==> src/rtl/pipe_ctrl.sv <==
// Pipeline hazard/stall controller: derives PC and pipeline-register write
// enables, flushes and MEM/WB bubble from hazard, branch and data-memory
// handshake inputs, with a data-memory timeout watchdog and saturating
// performance counters.
module pipe_ctrl #(
    parameter int unsigned CNT_W   = 16,
    parameter int unsigned TIMEOUT = 16
) (
    input  logic             clk,
    input  logic             rst_n,
    input  logic             hazard,
    input  logic             branch_taken,
    input  logic             mem_req,
    input  logic             mem_ready,
    output logic             PC_wr,
    output logic             IFID_wr,
    output logic             IDEX_wr,
    output logic             EXMEM_wr,
    output logic             IFID_flush,
    output logic             IDEX_flush,
    output logic             MEMWB_bubble,
    output logic [CNT_W-1:0] stall_cnt,
    output logic [CNT_W-1:0] flush_cnt,
    output logic             timeout_err
);

    // Control vector: {PC_wr, IFID_wr, IDEX_wr, EXMEM_wr, IFID_flush, IDEX_flush, MEMWB_bubble}
    localparam logic [6:0] CtrlNormal = 7'b1111_000;
    localparam logic [6:0] CtrlMemStl = 7'b0000_001;
    localparam logic [6:0] CtrlBranch = 7'b1111_110;
    localparam logic [6:0] CtrlLdUse  = 7'b0011_010;
    localparam logic [6:0] CtrlReset  = 7'b0000_111;

    localparam logic [7:0] TimeoutVal = 8'(TIMEOUT);

    typedef enum logic [1:0] {
        StRun     = 2'd0,
        StMemWait = 2'd1,
        StErr     = 2'd2
    } state_e;

    state_e           state_q, state_d;
    logic [7:0]       wait_q, wait_d;
    logic             err_q, err_d;
    logic [CNT_W-1:0] stall_cnt_q, stall_cnt_d;
    logic [CNT_W-1:0] flush_cnt_q, flush_cnt_d;
    logic [6:0]       ctrl;
    logic [7:0]       wait_inc;

    // Branch flush beats load-use; memory stall is resolved by the caller.
    function automatic logic [6:0] cascade(input logic br, input logic hz);
        if (br) begin
            return CtrlBranch;
        end else if (hz) begin
            return CtrlLdUse;
        end
        return CtrlNormal;
    endfunction

    assign wait_inc = wait_q + 8'd1;

    // Next-state, wait counter and control-vector decode.
    always_comb begin
        state_d = state_q;
        wait_d  = wait_q;
        err_d   = err_q;
        ctrl    = CtrlNormal;
        unique case (state_q)
            StRun: begin
                if (mem_req && !mem_ready) begin
                    ctrl    = CtrlMemStl;
                    state_d = StMemWait;
                    // Entry cycle already counts as the first wait cycle.
                    wait_d  = 8'd1;
                end else begin
                    ctrl = cascade(branch_taken, hazard);
                end
            end
            StMemWait: begin
                if (!mem_ready) begin
                    ctrl   = CtrlMemStl;
                    wait_d = wait_inc;
                    if (wait_inc == TimeoutVal) begin
                        state_d = StErr;
                        err_d   = 1'b1;
                    end
                end else begin
                    ctrl    = cascade(branch_taken, hazard);
                    wait_d  = 8'd0;
                    state_d = StRun;
                end
            end
            StErr: begin
                ctrl = CtrlMemStl;
            end
            default: begin
                ctrl    = CtrlMemStl;
                state_d = StRun;
            end
        endcase
        if (!rst_n) begin
            ctrl = CtrlReset;
        end
    end

    assign {PC_wr, IFID_wr, IDEX_wr, EXMEM_wr, IFID_flush, IDEX_flush, MEMWB_bubble} = ctrl;

    // Saturating performance counters; frozen while reset is asserted.
    always_comb begin
        stall_cnt_d = stall_cnt_q;
        flush_cnt_d = flush_cnt_q;
        if (rst_n && !ctrl[6] && (stall_cnt_q != '1)) begin
            stall_cnt_d = stall_cnt_q + 1'b1;
        end
        if (rst_n && ctrl[2] && (flush_cnt_q != '1)) begin
            flush_cnt_d = flush_cnt_q + 1'b1;
        end
    end

    // State registers with synchronous active-low reset.
    always_ff @(posedge clk) begin
        if (!rst_n) begin
            state_q     <= StRun;
            wait_q      <= 8'd0;
            err_q       <= 1'b0;
            stall_cnt_q <= '0;
            flush_cnt_q <= '0;
        end else begin
            state_q     <= state_d;
            wait_q      <= wait_d;
            err_q       <= err_d;
            stall_cnt_q <= stall_cnt_d;
            flush_cnt_q <= flush_cnt_d;
        end
    end

    assign stall_cnt   = stall_cnt_q;
    assign flush_cnt   = flush_cnt_q;
    assign timeout_err = err_q;

endmodule

==> config.mk <==
export PLATFORM = sky130hd
export DESIGN_NAME = pipe_ctrl
export DESIGN_NICKNAME = d
export VERILOG_FILES = /design/src/rtl/pipe_ctrl.sv
export SDC_FILE = /design/constraint.sdc
export NUM_CORES = 1
export LEC_CHECK = 0
export CORE_UTILIZATION = 55
export CTS_CLUSTER_DIAMETER = 60
export DETAILED_ROUTE_END_ITERATION = 8
export PLACE_DENSITY = 0.84
export SYNTH_ARGS = -nofsm -noshare
export SYNTH_HDL_FRONTEND = slang
export SYNTH_SLANG_ARGS = --single-unit
==> constraint.sdc <==
create_clock -name clk -period 4.8 [get_ports clk]
set_clock_uncertainty 0.1 [all_clocks]
set_input_delay 1.2 -clock clk [delete_from_list [all_inputs] [get_ports clk]]
set_output_delay 1.2 -clock clk [all_outputs]
set_load 0.01 [all_outputs]
==> reports/metrics.cfg, run 1 <==
[place]
place_congestion = 0.7742
post-dp-hpwl_um = 3486
place_inst = 348
io_buffers = 45

[route]
drt-pass1-iter-count = 4
wl_um = 4834
drt_iter0_drc = 74
viasPerCell = 5.701
final_antenna_net_count = 0
dr_total_vias = 2018
drc = 0
wl_per_cell_um = 13.66

[timing]
tightestPinTransition_ns = 0.6035
finalSetupViolCount = 0
slew_viol_final = 0
min_period_over_period_pct = 89.66
maxClockFrequency_ghz = 0.2324
setup_tns_ns = 0
slew-limit-headroom_pct = 59.46
hold_viol = 0
fin_crit_ns = 4.303
rsz0062_at_grt = false

[clock_tree]
insertion_delay_ns = 0.29
cts_made_buffers = 5
cts_resized = 0
cts_tree = done
clkSlewWorstSetupHoldPaths_ns = 0.07
cts.sinks = 43
cts_buffer_depth = 2
cts_setup_buffers = 0
cts_hold_buf = 0
cts_root_buffer = clkbuf_8
h-tree-depth = 2

[synth]
synth_top_area_cell = dfxtp_1
synthMuxAreaShare_pct = 5.159
synth-edff-count = 0
synth_compound_area_share_pct = 12.90
synth_area_um2 = 2328
synth_fa_ha_area_share_pct = 1.612
synth_warnings = 0
synth_top_family_by_area = simple AND/OR/NAND/NOR gates
ys.flop_type = dfxtp_1
ys_ff_latch = 43
synth_xor_area_share_pct = 5.266
async_flop_share_pct = 0
synth_cell_types = 54
avgSynthCellArea_um2 = 8.956
ys_top_cells_by_area = dfxtp_1 37%, nand2_1 6.4%, mux2i_1 5.2%, and2_1 4.3%, xor2_1 4.1%
syn_inst = 260
synth-simple-area-share_pct = 34.50
ys_seq_area_share_pct = 36.97
syn-num-nets = 269
synth.top_cell.area_share_pct = 36.97

[critical_path]
critPathCaptureType = primary output
cp.arrival_ns = 3.00
reg2reg_depth = 6
required_ns = 3.50
start_kind = input port
crit_fanout = 7
critical_path_class = in -> out

[global_routing]
grt-ovfl-total = 0
grt_max_degree = 30
grt_pass1_wl_um = 7859
grt_pass1_vias = 1856
track_usage_pct = 23.16
antenna_found_initial = 0

[floorplan]
dieArea_um2 = 4498
rows = 23
io_pins = 46
core_area_um2 = 4029
initial_core_util_pct = 57.80
die_w_um = 67.07
die_h_um = 67.07

[min_path]
hold_path_depth = 1
hold_path_class = reg -> reg

[status]
status = completed

[layout]
antenna_cells = 0
final_common_cell = clkdlybuf4s50_1
area_growth_pct = 23.00
finalNetCount = 314
drive_gt1_share_pct = 7.566
layout.cells.non_filler = 354
most-common-layout-cells = 45 x clkdlybuf4s50_1, 43 x dfxtp_1, 40 x nand2_1

[power]
p_leak_uw = 0.001133
power_density_nw_per_um2 = 224.6
irDropWorstVdd_mv = 0.1740

[flow_run]
max_cap_viol_count = 0

-- final timing paths --
| path | from | to | slack [ns] |
|---|---|---|---|
| setup / recovery | mem_ready | IFID_wr | 0.50 |
| hold / removal | timeout_err$_SDFFE_PN0P_ | timeout_err$_SDFFE_PN0P_ | 0.37 |
| setup reg to reg | flush_cnt[0]$_SDFFE_PN0P_ | flush_cnt[3]$_SDFFE_PN0P_ | 2.74 |
| hold reg to reg | timeout_err$_SDFFE_PN0P_ | timeout_err$_SDFFE_PN0P_ | 0.37 |
-- per-stage QoR --
step	hold WS (ns)	util (%)	area, um^2	worst slack [ns]	power, uW
finish	0.3709	71.09	2864	0.4965	643.1
global route	0.4092	71.09	2864	0.4027	668.4
CTS	0.3779	71.09	2864	0.4811	649.3
detailed placement	0.3605	69.29	2791	0.4849	439.5
global placement	0.3621	69.29	2791	0.4906	437.8
floorplan	0.3798	-	2328	1.367	413.2
-- synth_stat cells (all sizes together) (2+ instances only) --
library cell	number
nor2	9
o21ai	8
and2	17
o211ai	3
a21boi	7
xnor2	3
and3	3
nor3	11
and2b	2
nand2b	7
a2111oi	2
buf	5
dfxtp	43
nand3	13
nor4b	3
nor3b	3
o21a	4
ha	3
a21oi	6
nand2	40
nor2b	2
and4	3
and3b	2
xor2	11
mux2i	12
nand4	11
clkbuf	3
nor4	5
or3	3
inv	5
-- worst max-delay path, stage by stage --
cell             delay (ns)
clkdlybuf4s50_1        0.55
o21ba_4                0.19
nor3_4                 0.31
and2_2                 0.22
clkdlybuf4s50_1        0.54
-- power by group --
group | switching [uW] | internal [uW]
registers | 7.96 | 362
clock network | 115 | 97.1
logic | 30.7 | 30.8
total | 154 | 489
-- routing by layer --
layer	vias up	global-route usage, %	wire length (um)
li1	1017	-	-
met1	949	24.85	2103
met2	45	43.38	2455
met3	7	4.795	208
met4	0	8.777	67
met5	-	0	0
-- flip-flops by register name (all words and copies together), names as in the netlist --
signal       count
flush_cnt       16
stall_cnt       16
wait_q           8
state_q          2
timeout_err      1
-- cells by family (layout without fill, tap and decap cells) --
group / Yosys count / after routing
adders and majority gates: 3 / 3
muxes: 12 / 12
DFF: 43 / 43
AOI/OAI and AO/OA: 40 / 40
xor gates and xnor gates: 14 / 14
buffers and inverters: 14 / 58
and+or+nand+nor: 134 / 134
-- cell type report --
class                      count  area, um^2
multi-input combinational    203        1384
sequential                    43       860.8
tap                           50       62.56
clock buffer                   6       72.57
timing repair buffer          47       465.4
inverter                       5       18.77
fill                         332        1165
(Power assumes the default switching activity.)
==> run 2: changes to the inputs <==
--- a/config.mk
+++ b/config.mk
@@ -5,10 +5,12 @@
 export SDC_FILE = /design/constraint.sdc
 export NUM_CORES = 1
 export LEC_CHECK = 0
-export CORE_UTILIZATION = 55
+export CORE_ASPECT_RATIO = 0.5
+export CORE_UTILIZATION = 51
 export CTS_CLUSTER_DIAMETER = 60
 export DETAILED_ROUTE_END_ITERATION = 8
-export PLACE_DENSITY = 0.84
+export MAX_ROUTING_LAYER = met4
+export PLACE_DENSITY = 0.79
 export SYNTH_ARGS = -nofsm -noshare
 export SYNTH_HDL_FRONTEND = slang
 export SYNTH_SLANG_ARGS = --single-unit
==> constraint.sdc (replaced) <==
create_clock -name clk -period 4.9 [get_ports clk]
set_clock_uncertainty 0.1 [all_clocks]
set_input_delay 1.225 -clock clk [delete_from_list [all_inputs] [get_ports clk]]
set_output_delay 1.225 -clock clk [all_outputs]
set_load 0.01 [all_outputs]
==> run 2 against run 1 <==
Sequential share of layout area shrank 0.34 points. Clock power increased by 18%. Critical path depth stayed put. Flip-flop and latch count did not move. Count of clock-buffer cells in the layout up 2. Non-clock buffer count unchanged. Critical endpoint unchanged. Largest cell class unchanged. Largest power group unchanged. Highest routed layer unchanged.
==> reports/metrics.cfg, run 2 (synthesis results as in run 1) <==
[global_routing]
antenna_found_initial = 0  ; unchanged
track_usage_pct = 20.70  ; -2.5 points
grt-ovfl-total = 0  ; unchanged
grt_pass1_wl_um = 7817  ; -0.53%
grt_max_degree = 27  ; -10%
grt_pass1_vias = 1765  ; -4.9%

[clock_tree]
cts_made_buffers = 5  ; unchanged
cts_resized = 0  ; unchanged
cts_root_buffer = clkbuf_8
h-tree-depth = 2  ; unchanged
cts.sinks = 43  ; unchanged
clkSlewWorstSetupHoldPaths_ns = 0.08  ; about the same
cts_hold_buf = 0  ; unchanged
cts_setup_buffers = 0  ; unchanged
insertion_delay_ns = 0.30  ; about the same
cts_buffer_depth = 2  ; unchanged
cts_tree = done

[route]
wl_um = 4658  ; -3.6%
viasPerCell = 5.533  ; -2.9%
drc = 0  ; unchanged
drt-pass1-iter-count = 4  ; unchanged
wl_per_cell_um = 12.94  ; -5.2%
final_antenna_net_count = 0  ; unchanged
dr_total_vias = 1992  ; -1.3%
drt_iter0_drc = 42  ; -43%

[floorplan]
core_area_um2 = 4124  ; +2.4%
io_pins = 46  ; unchanged
dieArea_um2 = 4856  ; +8.0%
die_h_um = 49.78  ; -26%
die_w_um = 97.56  ; +45%
rows = 16  ; -30%
initial_core_util_pct = 56.46  ; -1.3 points

[timing]
slew-limit-headroom_pct = 63.19  ; +3.7 points
tightestPinTransition_ns = 0.5480  ; -0.05552 ns
maxClockFrequency_ghz = 0.2317
setup_tns_ns = 0  ; unchanged
fin_crit_ns = 4.317
slew_viol_final = 0  ; unchanged
rsz0062_at_grt = false
hold_viol = 0  ; unchanged
finalSetupViolCount = 0  ; unchanged
min_period_over_period_pct = 88.09

[critical_path]
crit_family = buffers and inverters
required_ns = 3.58  ; +0.08 ns
slowest_stage = clkdlybuf4s50_1
critical_path_class = in -> out
critical_path.most_common_cell = clkdlybuf4s50_1
critPathCaptureType = primary output
start_kind = input port
cp.buffers_inverters = 2  ; unchanged
crit_path_cell_trace = clkdlybuf4s50_1 > o21ba_4 > nor3_4 > and2_2 > clkdlybuf4s50_1
cp.arrival_ns = 2.99  ; about the same
crit_fanout = 7  ; unchanged
slowest_delay_ns = 0.53  ; -0.02 ns

[min_path]
hold_path_class = reg -> reg

[layout]
final_common_cell = clkdlybuf4s50_1
layout.cells.non_filler = 360  ; +1.7%
antenna_cells = 0  ; unchanged
drive_gt1_share_pct = 8.170  ; +0.60 points
finalNetCount = 314  ; unchanged
most-common-layout-cells = 45 x clkdlybuf4s50_1, 43 x dfxtp_1, 40 x nand2_1
area_growth_pct = 24.40

[status]
status = completed

[place]
io_buffers = 45  ; unchanged
place_congestion = 0.8549  ; +10%
post-dp-hpwl_um = 3490  ; +0.12%
place_inst = 352  ; +1.1%

[power]
p_leak_uw = 0.001147  ; +1.3%
irDropWorstVdd_mv = 0.1749  ; +0.53%
power_density_nw_per_um2 = 231.9  ; +3.3%

[flow_run]
max_cap_viol_count = 0  ; unchanged

run 2: cell types whose count changed in the layout (fill, tap and decap cells not counted), sizes merged:
cell	before	now
clkbuf	6	8
run 2: final timing paths:
kind         cells after the start                          to                  startpoint  slack (ns)
min                              2  stall_cnt[14]$_SDFFE_PN0P_  stall_cnt[14]$_SDFFE_PN0P_        0.40
max reg2reg                      6   flush_cnt[3]$_SDFFE_PN0P_   flush_cnt[0]$_SDFFE_PN0P_        2.87
max                              5                     IFID_wr                   mem_ready        0.58
min reg2reg                      2  stall_cnt[14]$_SDFFE_PN0P_  stall_cnt[14]$_SDFFE_PN0P_        0.40
run 2: power breakdown:
part	switching, uW	total (uW)	internal (uW)
clock network	121	250	129
registers	7.48	362	354
logic	30.0	60.2	30.2
total	159	672	513
run 2: area by class of cell:
cell class / instances / area (um^2)
multi-input combinational: 203 / 1384
fill: 341 / 1227
sequential: 43 / 860.8
timing repair buffer: 47 / 465.4
clock buffer: 8 / 100.1
tap: 54 / 67.56
inverter: 5 / 18.77
run 2: routing by layer:
metal  routed length, um  track usage (%)  up-vias
met1                2249            24.93      934
met4                  54            6.618        0
li1                    -                -     1020
met5                   0                -        -
met3                 154            4.681        8
met2                2199            34.97       30
run 2: worst reg2reg max path: stages (launching register included):
cell	delay (ns)
dfxtp_1	0.37
ha_1	0.29
and2_1	0.19
and2_1	0.21
a21oi_1	0.43
nand4_1	0.18
mux2i_1	0.14
run 2: stage by stage:
step	setup WS (ns)	area, um^2	utilization [%]	total power [uW]	hold WS, ns
after global routing	0.5113	2897	70.24	699.4	0.4185
after detailed placement	0.5597	2796	67.81	430.5	0.3864
after CTS	0.5653	2897	70.24	679.9	0.4059
after floorplan	1.417	2328	-	404.7	0.3798
after global placement	0.5979	2796	67.81	428.4	0.3490
final	0.5834	2897	70.24	671.8	0.3979
==> run 3: changes to the inputs <==
==> config.mk (replaced) <==
export PLATFORM = sky130hd
export DESIGN_NAME = pipe_ctrl
export DESIGN_NICKNAME = d
export VERILOG_FILES = /design/src/rtl/pipe_ctrl.sv
export SDC_FILE = /design/constraint.sdc
export NUM_CORES = 1
export LEC_CHECK = 0
export CELL_PAD_IN_SITES_DETAIL_PLACEMENT = 0
export CELL_PAD_IN_SITES_GLOBAL_PLACEMENT = 2
export CORE_ASPECT_RATIO = 0.5
export CORE_UTILIZATION = 32
export CTS_BUF_LIST = sky130_fd_sc_hd__clkbuf_4
export DETAILED_ROUTE_END_ITERATION = 8
export MAX_ROUTING_LAYER = met4
export PLACE_DENSITY_LB_ADDON = 0.1
export SYNTH_ARGS = -nofsm -noshare
export SYNTH_HDL_FRONTEND = slang
export SYNTH_SLANG_ARGS = --single-unit
==> run 3 against run 2 <==
Clock power is 31% lower. Sequential share of layout area is 0.15 points higher. Via count down 1.0%. Count of clock-buffer cells in the layout fell by 2. Design area decreased by 0.52%. Hold slack lost 0.017 ns. First-iteration DRC count grew 57%. Maximum frequency is 0.71% lower. Routed wire length up 13%. Critical path type unchanged. Largest power group unchanged.
==> reports/metrics.cfg, run 3 (synthesis results as in run 1) <==
[power]
p_int_uw = 441.0  ; -14%
irDropWorstVdd_mv = 0.06978  ; -60%
power_density_nw_per_um2 = 206.1  ; -11%
switching_share_pct = 25.74  ; +2.1 points
clockPowerShare_pct = 28.9  ; -8.3 points
power.switching_uw = 152.9  ; -3.7%
power.total_uw = 593.9  ; -12%
seqPwrFrac_pct = 61.0  ; +7.2 points
power_frac_comb_pct = 10.0  ; +1.0 points
p_leak_uw = 0.001119  ; -2.5%

[min_path]
hold_path_class = reg -> reg

[clock_tree]
cts_made_buffers = 5  ; unchanged
cts_tree = done
cts_setup_buffers = 0  ; unchanged
cts_hold_buf = 0  ; unchanged
insertion_delay_ns = 0.36  ; +0.06 ns
cts_buffer_depth = 2  ; unchanged
clkSlewWorstSetupHoldPaths_ns = 0.12  ; +0.04 ns
cts_root_buffer = clkbuf_4
h-tree-depth = 2  ; unchanged
cts.sinks = 43  ; unchanged
cts_resized = 0  ; unchanged

[timing]
slew_viol_final = 0  ; unchanged
finalSetupViolCount = 0  ; unchanged
maxClockFrequency_ghz = 0.2300  ; -0.71%
setup_slack_ns = 0.5525  ; -0.03096 ns
slew-limit-headroom_pct = 61.42  ; -1.8 points
setup_tns_ns = 0  ; unchanged
hold_viol = 0  ; unchanged
fin_crit_ns = 4.348  ; +0.03096 ns
rsz0062_at_grt = false
tightestPinTransition_ns = 0.5742  ; +0.02624 ns
whs_ns = 0.3811  ; -0.01684 ns
min_period_over_period_pct = 88.72  ; +0.63 points

[global_routing]
track_usage_pct = 15.44  ; -5.3 points
grt-ovfl-total = 0  ; unchanged
grt_pass1_wl_um = 9018  ; +15%
grt_pass1_vias = 1852  ; +4.9%
grt_max_degree = 42  ; +56%
antenna_found_initial = 0  ; unchanged

[critical_path]
start_kind = input port
required_ns = 3.58  ; about the same
critPathCaptureType = primary output
cp.arrival_ns = 3.02  ; +0.03 ns
critical_path_class = in -> out
crit_fanout = 7  ; unchanged

[layout]
most-common-layout-cells = 45 x clkdlybuf4s50_1, 43 x dfxtp_1, 40 x nand2_1
layout.cells.non_filler = 395  ; +9.7%
drive_gt1_share_pct = 7.591  ; -0.58 points
regArea_um2 = 860.8  ; unchanged
antenna_cells = 0  ; unchanged
area_growth_pct = 23.75
finalNetCount = 313  ; -0.32%
final_common_cell = clkdlybuf4s50_1
fillers = 685  ; +100%
multiInputGateArea_um2 = 1384  ; unchanged

[place]
place_inst = 389  ; +11%
place_congestion = 0.7654  ; -10%
io_buffers = 45  ; unchanged
place_ws_ns = 0.5425  ; -0.01726 ns
post-dp-hpwl_um = 3783  ; +8.4%

[floorplan]
initial_core_util_pct = 33.95  ; -23 points
dieArea_um2 = 7643  ; +57%
core_area_um2 = 6858  ; +66%
io_pins = 46  ; unchanged
die_w_um = 122.6  ; +26%
die_h_um = 62.32  ; +25%
rows = 21  ; +5

[route]
wl_um = 5266  ; +13%
dr_total_vias = 1972  ; -1.0%
drc = 0  ; unchanged
final_antenna_net_count = 0  ; unchanged
wl_per_cell_um = 13.33  ; +3.0%
viasPerCell = 4.992  ; -9.8%
drt_iter0_drc = 66  ; +57%
drt-pass1-iter-count = 4  ; unchanged

[flow_run]
max_cap_viol_count = 0  ; unchanged

[status]
status = completed

run 3: cell types whose count changed in the layout (fill, tap and decap cells not counted), sizes merged:
cell    before  now
buf          2    1
clkbuf       8    6
run 3: layout make-up:
type / instances / share of cell area, %
multi-input combinational: 203 / 48.02
sequential: 43 / 29.87
timing repair buffer: 46 / 15.89
tap: 92 / 3.995
clock buffer: 6 / 1.563
inverter: 5 / 0.6513
run 3: path summary, 6_finish.rpt:
kind | depth (start not counted) | end | slack (ns) | start
hold / removal | 1 | timeout_err$_SDFFE_PN0P_ | 0.38 | timeout_err$_SDFFE_PN0P_
setup reg to reg | 6 | flush_cnt[4]$_SDFFE_PN0P_ | 2.81 | flush_cnt[0]$_SDFFE_PN0P_
hold reg to reg | 1 | timeout_err$_SDFFE_PN0P_ | 0.38 | timeout_err$_SDFFE_PN0P_
setup / recovery | 5 | IFID_wr | 0.55 | mem_ready
run 3: layer usage:
layer  routed length, um  global-route usage (%)
met1                2761                   20.10
met2                2288                   22.89
met3                 154                   4.688
met4                  61                   4.421
met5                   0                       -
run 3: critical path: stages:
cell and delay, ns:
clkdlybuf4s50_1 0.54, o21ba_4 0.19, nor3_4 0.32, and2_2 0.21
clkdlybuf4s50_1 0.54
run 3: power by group through the flow:
| stage | clock, uW | sequential (uW) | combinational, uW |
|---|---|---|---|
| finish | 172 | 362 | 59.6 |
| global route | 199 | 364 | 65.9 |
| CTS | 185 | 363 | 60.5 |
| detailed placement | 0 | 370 | 60.4 |
| global placement | 0 | 370 | 59.7 |
| floorplan | 0 | 370 | 34.6 |
run 3: stage by stage:
step	instance area (um^2)	utilization, %
floorplan	2328	-
global placement	2836	41.36
detailed placement	2836	41.36
CTS	2882	42.02
global route	2882	42.02
finish	2882	42.02
